--- src/rtl/pc_sequencer_if.sv ---
// rtl/pc_sequencer_if.sv - control-unit to program-counter sequencer bundle
interface pc_sequencer_if #(
    parameter int AW    = 10,
    parameter int DEPTH = 8
);
    localparam int SPW = $clog2(DEPTH + 1);

    logic           stall;
    logic [2:0]     op;
    logic           zero;
    logic [AW-1:0]  target;
    logic [AW-1:0]  rel_off;
    logic           irq;

    logic [AW-1:0]  pc;
    logic [SPW-1:0] sp;
    logic           stack_full;
    logic           stack_empty;
    logic           ovf;
    logic           unf;
    logic           irq_ack;
    logic           in_isr;

    modport master (
        output stall, op, zero, target, rel_off, irq,
        input  pc, sp, stack_full, stack_empty, ovf, unf, irq_ack, in_isr
    );

    modport slave (
        input  stall, op, zero, target, rel_off, irq,
        output pc, sp, stack_full, stack_empty, ovf, unf, irq_ack, in_isr
    );
endinterface

--- src/rtl/pc_sequencer.sv ---
// rtl/pc_sequencer.sv - program counter with return stack, branches and optional IRQ entry (PCSEQ_IRQ_EN)
module pc_sequencer #(
    parameter int            AW         = 10,
    parameter int            DEPTH      = 8,
    parameter logic [AW-1:0] IRQ_VECTOR = '0
) (
    input  logic          clk,
    input  logic          reset,
    pc_sequencer_if.slave bus
);
    localparam int SPW = $clog2(DEPTH + 1);
    localparam int IW  = $clog2(DEPTH);

    localparam logic [2:0] OP_INC  = 3'b000;
    localparam logic [2:0] OP_JMP  = 3'b001;
    localparam logic [2:0] OP_JREL = 3'b010;
    localparam logic [2:0] OP_CALL = 3'b011;
    localparam logic [2:0] OP_RET  = 3'b100;
    localparam logic [2:0] OP_BZ   = 3'b101;
    localparam logic [2:0] OP_BNZ  = 3'b110;
    localparam logic [2:0] OP_RETI = 3'b111;

    logic [AW-1:0]  pc_r;
    logic [SPW-1:0] sp_r;
    logic [AW-1:0]  mem [DEPTH];
    logic           ovf_r;
    logic           unf_r;
    logic           ack_r;
    logic           isr_r;

    logic           full;
    logic           empty;
    logic [AW-1:0]  pc_inc;
    logic [SPW-1:0] sp_dec;
    logic [AW-1:0]  top;

    logic           take;
    logic           push;
    logic           pop;
    logic [AW-1:0]  push_val;
    logic [AW-1:0]  pc_nxt;
    logic           set_ovf;
    logic           set_unf;
    logic           clr_isr;

    assign full   = (sp_r == SPW'(DEPTH));
    assign empty  = (sp_r == '0);
    assign pc_inc = pc_r + AW'(1);
    assign sp_dec = sp_r - SPW'(1);
    assign top    = mem[sp_dec[IW-1:0]];

`ifdef PCSEQ_IRQ_EN
    // Deferred, not dropped, while the stack cannot take the return address.
    assign take = bus.irq && !isr_r && !full;
`else
    logic unused_irq;
    assign unused_irq = bus.irq;
    assign take       = 1'b0;
`endif

    always_comb begin
        pc_nxt   = pc_inc;
        push     = 1'b0;
        pop      = 1'b0;
        push_val = pc_inc;
        set_ovf  = 1'b0;
        set_unf  = 1'b0;
        clr_isr  = 1'b0;
        if (take) begin
            // The suppressed instruction is re-executed after RETI.
            push     = 1'b1;
            push_val = pc_r;
            pc_nxt   = IRQ_VECTOR;
        end else begin
            case (bus.op)
                OP_INC:  pc_nxt = pc_inc;
                OP_JMP:  pc_nxt = bus.target;
                OP_JREL: pc_nxt = pc_r + bus.rel_off;
                OP_CALL: begin
                    if (!full) begin
                        push   = 1'b1;
                        pc_nxt = bus.target;
                    end else begin
                        set_ovf = 1'b1;
                    end
                end
                OP_RET, OP_RETI: begin
                    if (!empty) begin
                        pop    = 1'b1;
                        pc_nxt = top;
                    end else begin
                        set_unf = 1'b1;
                    end
`ifdef PCSEQ_IRQ_EN
                    clr_isr = (bus.op == OP_RETI);
`endif
                end
                OP_BZ:   pc_nxt = bus.zero ? bus.target : pc_inc;
                OP_BNZ:  pc_nxt = bus.zero ? pc_inc : bus.target;
                default: pc_nxt = pc_inc;
            endcase
        end
    end

    always_ff @(posedge clk) begin
        if (reset) begin
            pc_r  <= '0;
            sp_r  <= '0;
            ovf_r <= 1'b0;
            unf_r <= 1'b0;
            ack_r <= 1'b0;
            isr_r <= 1'b0;
        end else begin
            ack_r <= 1'b0;
            if (!bus.stall) begin
                pc_r <= pc_nxt;
                if (push) begin
                    mem[sp_r[IW-1:0]] <= push_val;
                    sp_r              <= sp_r + SPW'(1);
                end else if (pop) begin
                    sp_r <= sp_dec;
                end
                if (set_ovf) ovf_r <= 1'b1;
                if (set_unf) unf_r <= 1'b1;
                if (take) begin
                    isr_r <= 1'b1;
                    ack_r <= 1'b1;
                end else if (clr_isr) begin
                    isr_r <= 1'b0;
                end
            end
        end
    end

    assign bus.pc          = pc_r;
    assign bus.sp          = sp_r;
    assign bus.stack_full  = full;
    assign bus.stack_empty = empty;
    assign bus.ovf         = ovf_r;
    assign bus.unf         = unf_r;
    assign bus.irq_ack     = ack_r;
    assign bus.in_isr      = isr_r;
endmodule

--- src/flat_wrapper.sv ---
// flat-port wrapper written by rule: the top's interface ports become plain ports
module pc_sequencer_flat 
#(
    parameter int            AW         = 10,
    parameter int            DEPTH      = 8,
    parameter logic [AW-1:0] IRQ_VECTOR = '0
)
  (clk, reset, bus_stall, bus_op, bus_zero, bus_target, bus_rel_off, bus_irq, bus_pc, bus_sp, bus_stack_full, bus_stack_empty, bus_ovf, bus_unf, bus_irq_ack, bus_in_isr);
  pc_sequencer_if #(.AW(AW), .DEPTH(DEPTH)) bus_i ();
  input  logic clk;
  input  logic reset;
  input wire logic [$bits(bus_i.stall)-1:0] bus_stall;
  input wire logic [$bits(bus_i.op)-1:0] bus_op;
  input wire logic [$bits(bus_i.zero)-1:0] bus_zero;
  input wire logic [$bits(bus_i.target)-1:0] bus_target;
  input wire logic [$bits(bus_i.rel_off)-1:0] bus_rel_off;
  input wire logic [$bits(bus_i.irq)-1:0] bus_irq;
  output wire logic [$bits(bus_i.pc)-1:0] bus_pc;
  output wire logic [$bits(bus_i.sp)-1:0] bus_sp;
  output wire logic [$bits(bus_i.stack_full)-1:0] bus_stack_full;
  output wire logic [$bits(bus_i.stack_empty)-1:0] bus_stack_empty;
  output wire logic [$bits(bus_i.ovf)-1:0] bus_ovf;
  output wire logic [$bits(bus_i.unf)-1:0] bus_unf;
  output wire logic [$bits(bus_i.irq_ack)-1:0] bus_irq_ack;
  output wire logic [$bits(bus_i.in_isr)-1:0] bus_in_isr;
  assign bus_i.stall = bus_stall;
  assign bus_i.op = bus_op;
  assign bus_i.zero = bus_zero;
  assign bus_i.target = bus_target;
  assign bus_i.rel_off = bus_rel_off;
  assign bus_i.irq = bus_irq;
  assign bus_pc = bus_i.pc;
  assign bus_sp = bus_i.sp;
  assign bus_stack_full = bus_i.stack_full;
  assign bus_stack_empty = bus_i.stack_empty;
  assign bus_ovf = bus_i.ovf;
  assign bus_unf = bus_i.unf;
  assign bus_irq_ack = bus_i.irq_ack;
  assign bus_in_isr = bus_i.in_isr;
  pc_sequencer #(.AW(AW), .DEPTH(DEPTH), .IRQ_VECTOR(IRQ_VECTOR)) u_core (.clk(clk), .reset(reset), .bus(bus_i));
endmodule
--- config.mk ---
export PLATFORM = sky130hd
export DESIGN_NAME = pc_sequencer_flat
export DESIGN_NICKNAME = d
export VERILOG_FILES = /design/src/rtl/pc_sequencer_if.sv /design/src/rtl/pc_sequencer.sv /design/src/flat_wrapper.sv
export SDC_FILE = /design/constraint.sdc
export NUM_CORES = 1
export LEC_CHECK = 0
export ABC_AREA = 0
export CAP_MARGIN = 20
export CORE_ASPECT_RATIO = 2
export CORE_UTILIZATION = 51
export DETAILED_ROUTE_END_ITERATION = 7
export PLACE_DENSITY = 0.74
export SKIP_CTS_REPAIR_TIMING = 1
export SLEW_MARGIN = 5
export SYNTH_ARGS = -nofsm -noshare
export SYNTH_HDL_FRONTEND = slang
export SYNTH_SLANG_ARGS = --single-unit
--- constraint.sdc ---
create_clock -name clk -period 3.1 [get_ports clk]
set_clock_uncertainty 0.05 [all_clocks]
set_input_delay 0.31 -clock clk [delete_from_list [all_inputs] [get_ports clk]]
set_output_delay 0.31 -clock clk [all_outputs]
set_load 0.02 [all_outputs]
==> results of run 1 <==
## through the flow
step	hold slack (ps)	setup slack [ps]	total power, mW	instances	util
after global routing	497	221	2.94	525	0.627
after CTS	446	355	2.85	525	0.627
after floorplan	505	85.2	1.73	360	-
after global placement	404	345	1.86	509	0.598
final	435	386	2.83	525	0.627
after detailed placement	428	390	1.88	509	0.598
## critical path: stages, from the launching register on
cell and delay, ps:
dfxtp_1 510, inv_1 100, ha_1 650, buf_4 250
mux4_2 300, nand2_1 90, a21oi_1 60, a2111oi_0 420
a221oi_1 140
## cells by family (layout without fill, tap and decap cells)
logic type,Yosys count,after routing,share of synthesized area
AOI/OAI and AO/OA,67,67,0.103
xor gates and xnor gates,16,16,0.0295
adders and majority gates,13,13,0.0358
buffers and inverters,38,101,0.0379
DFF,96,96,0.573
muxes,22,22,0.0993
other,1,2,0.000790
and+or+nand+nor,106,106,0.121
## registers in the layout, summed over array words and instances, names as in the netlist
signal / count
u_core.bus.ovf: 1
u_core.bus.sp: 4
u_core.bus.pc: 10
u_core.mem: 80
u_core.bus.unf: 1
## power breakdown
| group | internal [mW] | switching (mW) |
|---|---|---|
| registers | 1.43 | 0.0264 |
| logic | 0.184 | 0.215 |
| clock network | 0.539 | 0.440 |
| total | 2.15 | 0.682 |
## metal layers
metal / track usage / up-vias / wire length (um)
li1: - / 1506 / -
met1: 0.261 / 1633 / 3800
met2: 0.417 / 122 / 6150
met3: 0.0481 / 30 / 475
met4: 0.167 / 0 / 500
met5: 0 / - / 0
## cell usage after synthesis, types with 2 or more instances
| cell | count | area share |
|---|---|---|
| a2111oi_0 | 4 | 0.0074 |
| a211oi_1 | 6 | 0.0095 |
| a21o_1 | 3 | 0.0047 |
| a21oi_1 | 11 | 0.012 |
| a221o_1 | 3 | 0.0063 |
| a221oi_1 | 7 | 0.013 |
| a311oi_1 | 5 | 0.0092 |
| a31oi_1 | 2 | 0.0026 |
| and3_1 | 3 | 0.0040 |
| buf_2 | 6 | 0.0063 |
| buf_4 | 4 | 0.0063 |
| buf_6 | 2 | 0.0047 |
| clkbuf_1 | 6 | 0.0047 |
| dfxtp_1 | 16 | 0.067 |
| edfxtp_1 | 80 | 0.51 |
| ha_1 | 12 | 0.032 |
| inv_1 | 18 | 0.014 |
| mux4_2 | 20 | 0.095 |
| nand2_1 | 20 | 0.016 |
| nand2b_1 | 3 | 0.0040 |
| nand3_1 | 15 | 0.016 |
| nand3b_1 | 2 | 0.0032 |
| nand4_1 | 4 | 0.0053 |
| nor2_1 | 20 | 0.016 |
| nor2b_1 | 13 | 0.017 |
| nor3_1 | 7 | 0.0074 |
| nor4bb_1 | 2 | 0.0042 |
| o211ai_1 | 2 | 0.0032 |
| o21a_1 | 3 | 0.0047 |
| o21ai_0 | 8 | 0.0084 |
| o22ai_1 | 3 | 0.0040 |
| or3_1 | 5 | 0.0066 |
| or4_1 | 2 | 0.0032 |
| xnor2_1 | 12 | 0.022 |
| xor2_1 | 4 | 0.0074 |
## cell type report
cell class | instances | area (um2) | share of cell area
clock buffer | 10 | 229 | 0.0405
clock inverter | 6 | 36.3 | 0.00642
inverter | 19 | 71.3 | 0.0126
multi-input combinational | 226 | 1860 | 0.329
sequential | 96 | 2720 | 0.482
tap | 102 | 128 | 0.0226
timing repair buffer | 66 | 606 | 0.107
## how the worst max path moves through the flow
stage / end
6_report: u_core.bus.pc[1]$_SDFFE_PP0N_
5_1_grt: u_core.mem[3][1]$_DFFE_PP_
4_1_cts: u_core.bus.pc[5]$_SDFFE_PP0N_
3_5_place_dp: u_core.bus.pc[5]$_SDFFE_PP0N_
3_3_place_gp: u_core.bus.pc[5]$_SDFFE_PP0N_
2_1_floorplan: u_core.mem[3][0]$_DFFE_PP_
## layout by cell type (no fill, tap or decap), types with 2 or more instances in the layout
cell type,instances
a2111oi_0,4
a211oi_1,6
a21o_1,3
a21oi_1,11
a221o_1,3
a221oi_1,7
a311oi_1,5
a31oi_1,2
and3_1,3
buf_4,22
clkbuf_16,9
clkdlybuf4s50_1,44
clkinv_2,4
conb_1,2
dfxtp_1,16
edfxtp_1,80
ha_1,12
inv_1,18
mux4_2,20
nand2_1,20
nand2b_1,3
nand3_1,15
nand3b_1,2
nand4_1,4
nor2_1,20
nor2b_1,13
nor3_1,5
nor3_2,3
nor4bb_1,2
o211ai_1,2
o21a_1,3
o21ai_0,8
o22ai_1,3
or3_1,5
or4_1,2
xnor2_1,12
xor2_1,4
==> results.toml, run 1 <==
[setup_path]
crit_start = "u_core.bus.sp[1]$_SDFFE_PP0P_"
critPathRequiredTime_ps = 3250
r2r_end = "u_core.bus.pc[1]$_SDFFE_PP0N_"
r2r_start = "u_core.bus.sp[1]$_SDFFE_PP0P_"
cp-end-kind = "register"
critPathMaxFanout = 12
crit_path_start_kind = "register"
critPathKind = "register to register"
reg2reg_depth = 8
rrSetupSlack_ps = 390
arrival_ps = 2860

[job]
max_cap_viol_count = 0

[die]
die_width_um = 70.2
core_area_um2 = 9010
num_io_pins = 48
die_h_um = 138
die_area_um2 = 9730
start_util = 0.527
rows = 49

[timing]
hold_viol = 0
finalCritPeriodShare = 0.875
fin_crit_ps = 2710
worst_pin_slew_ps = 782
rsz0062_at_grt = "no"
fin_setup_tns_ps = 0
max_slew_margin = 0.475
setup_viol = 0
final_max_slew_viol_count = 0
fmax_mhz = 368

[cts]
cts_tree = "yes"
cts_root_buf = "clkbuf_16"
cts_buffers = 9
insertion_delay_ps = 340
clock_path_buffers = 2
htreeDepth = 3
cts.clk_slew.worst_paths_ps = 60
cts.sinks = 96

[min_path]
min_delay_path_depth = 2
hold_path_startpoint = "u_core.bus.ovf$_SDFFE_PP0P_"
whs_endpoint = "u_core.bus.ovf$_SDFFE_PP0P_"
hold_class = "register to register"

[synth]
synth_area_um2 = 4750
async_flop_share = 0
synth_edf_count = 80
synth_warnings = 0
synth_flop_cell = "edfxtp_1"
seq_area_frac_synth = 0.573
syn_inst = 359
ys_seq_elements = 96
synth_area_per_cell_um2 = 13.2
yosysUniqueCellTypes = 61

[detailed_routing]
wirelength_um = 10900
wire_per_inst_um = 20.8
drc_errors = 0
vias_per_cell = 6.27
vias = 3291
dr.pass1.iters = 5
final_antenna_net_count = 0
drt_iter0_drc = 301

[finish]
fin_area_um2 = 5650
drive_above_1_share = 0.154
area_growth_pct = 19.0
final_nets = 459
diodes = 0
filler_cell_count = 684

[grt]
grt_pass1_wl_um = 17500
antenna_found_initial = 0
first_global_vias = 3485
gr-usage-all-layers = 0.242
grt_max_degree = 26
grt-ovfl-total = 0

[placement]
port_buffers = 44
hpwl_um = 7970
placedInstanceArea_um2 = 5390
gp_congestion = 0.856

[power_and_ir_drop]
vdd_drop_max_mv = 0.466
p_leak_nw = 1.95
power.density_nw_per_um2 = 501

[run_status]
status = "finished clean"
(Power assumes the default switching activity.)
==> run 2, diff against run 1 <==
Settings changed: CORE_MARGIN set to 10, CORE_UTILIZATION 51 to 57, PLACE_DENSITY 0.74 to 0.78, SETUP_SLACK_MARGIN set to 0.5.
Clock period 3.1 ns to 2.58 ns, I/O delays scaled along.
==> results.toml, run 2 (synthesized netlist as in run 1, its figures left out) <==
[run_status]
status = "finished clean"

[finish]
largest_reg_flops = 80
area_growth_pct = 31.5
diodes = 0
multi_input_area_um2 = 2080
final_nets = 485
drive_above_1_share = 0.287
fin_area_um2 = 6250
filler_cell_count = 537
register_area_um2 = 2730
stdcell_count = 547
layout_commonest_cell = "edfxtp_1"
mostFrequentLayoutCells = "edfxtp_1 (80), clkdlybuf4s50_1 (41), buf_4 (34), mux4_2 (20), nand2_1 (18)"

[power_and_ir_drop]
vdd_drop_max_mv = 0.584
p_int_mw = 2.75
p_switching_uw = 891
p_leak_nw = 2.19
p_comb_frac = 0.158
p_clk_frac = 0.364
p_seq_frac = 0.478
swShare = 0.245
power.density_nw_per_um2 = 583

[grt]
antenna_found_initial = 0
grt-ovfl-total = 0
gr-usage-all-layers = 0.185
grt_pass1_wl_um = 18300
grt_max_degree = 26
first_global_vias = 3493

[timing]
fin_crit_ps = 2210
finalCritPeriodShare = 0.857
fmax_mhz = 452
final_max_slew_viol_count = 0
setup_viol = 0
rsz0062_at_grt = "yes"
max_slew_margin = 0.590
hold_viol = 0
worst_pin_slew_ps = 613
fin_setup_tns_ps = 0

[setup_path]
crit_chain = "inv_4 > ha_4 > nand3b_1 > nand2_2 > or4_4 > nor2_4 > buf_12"
critPathKind = "register to register"
critPathMaxFanout = 8
critPathRequiredTime_ps = 2590
max_stage_delay_ps = 610
slowest_stage = "or4_4"
arrival_ps = 2220
cp-end-kind = "register"
crit_path_start_kind = "register"

[placement]
placedInstanceArea_um2 = 5670
hpwl_um = 8290
port_buffers = 44
gp_congestion = 0.888
dp_cells = 514

[cts]
htreeDepth = 3
cts_tree = "yes"
clock_path_buffers = 2
cts_buffers = 9
insertion_delay_ps = 340
cts.sinks = 96
cts_root_buf = "clkbuf_16"
cts.clk_slew.worst_paths_ps = 70

[detailed_routing]
route.met3.wl_um = 542
drt_iter0_drc = 232
wl_met2_um = 6740
drc_errors = 0
vias = 3400
vias_per_cell = 6.22
final_antenna_net_count = 0
wl_met1_um = 4140
wirelength_um = 11900
dr.pass1.iters = 4
maxUsedRoutingLayer = "met4"
wire_per_inst_um = 21.7

[job]
max_cap_viol_count = 0

[die]
start_util = 0.577
die_h_um = 149
core_area_um2 = 8230
die_area_um2 = 12600
die_width_um = 84.5
rows = 47
num_io_pins = 48

[min_path]
hold_class = "register to register"
## run 2: cell count changes in the layout (fill, tap and decap cells not counted), sizes merged
cell	change
buf	+26
clkdlybuf4s50	-3
dlymetal6s2s	+3
clkinv	-2
inv	+2
bufinv	+1
clkbuf	-1
## run 2: layout make-up
cell class | count | share of cell area
repair buffers | 92 | 0.150
multi-input cells | 226 | 0.332
clock inverters | 7 | 0.0128
inverters | 19 | 0.0118
flip-flops and latches | 96 | 0.438
well taps | 98 | 0.0196
clock buffers | 9 | 0.0361
## run 2: per-stage QoR
stage               utilization  hold slack, ps  power (mW)  setup slack [ps]
global route              0.759             460        3.78               311
global placement          0.688             404        2.27               135
detailed placement        0.688             411        2.29              69.0
floorplan                     -             500        2.10             -80.2
CTS                       0.725             427        3.62               214
finish                    0.759             421        3.64               370
## run 2: path summary, 6_finish.rpt
check | depth (start not counted) | from | slack (ps) | end
setup reg to reg | 7 | u_core.bus.sp[0]$_SDFFE_PP0P_ | 370 | u_core.mem[7][8]$_DFFE_PP_
hold reg to reg | 2 | u_core.bus.unf$_SDFFE_PP0P_ | 420 | u_core.bus.unf$_SDFFE_PP0P_
setup / recovery | 7 | u_core.bus.sp[0]$_SDFFE_PP0P_ | 370 | u_core.mem[7][8]$_DFFE_PP_
hold / removal | 2 | u_core.bus.unf$_SDFFE_PP0P_ | 420 | u_core.bus.unf$_SDFFE_PP0P_
## run 2: worst max-delay path: cells and delay by family, from the launching register on
kind          cells  cell delay, ps
flops             1             370
buf+inv           2             190
fa+ha+maj         1             160
simple gates      4            1140
## run 2: power by group through the flow
stage	sequential, mW	clock (mW)	combinational (mW)
detailed placement	1.77	0	0.520
finish	1.74	1.32	0.576
global placement	1.77	0	0.504
global route	1.74	1.42	0.620
floorplan	1.79	0	0.309
CTS	1.74	1.36	0.523
## run 2: layer usage
| layer | up-vias | global-route usage |
|---|---|---|
| met5 | - | 0 |
| met4 | 0 | 0.118 |
| met3 | 30 | 0.0334 |
| met2 | 112 | 0.334 |
| met1 | 1686 | 0.188 |
| li1 | 1572 | - |
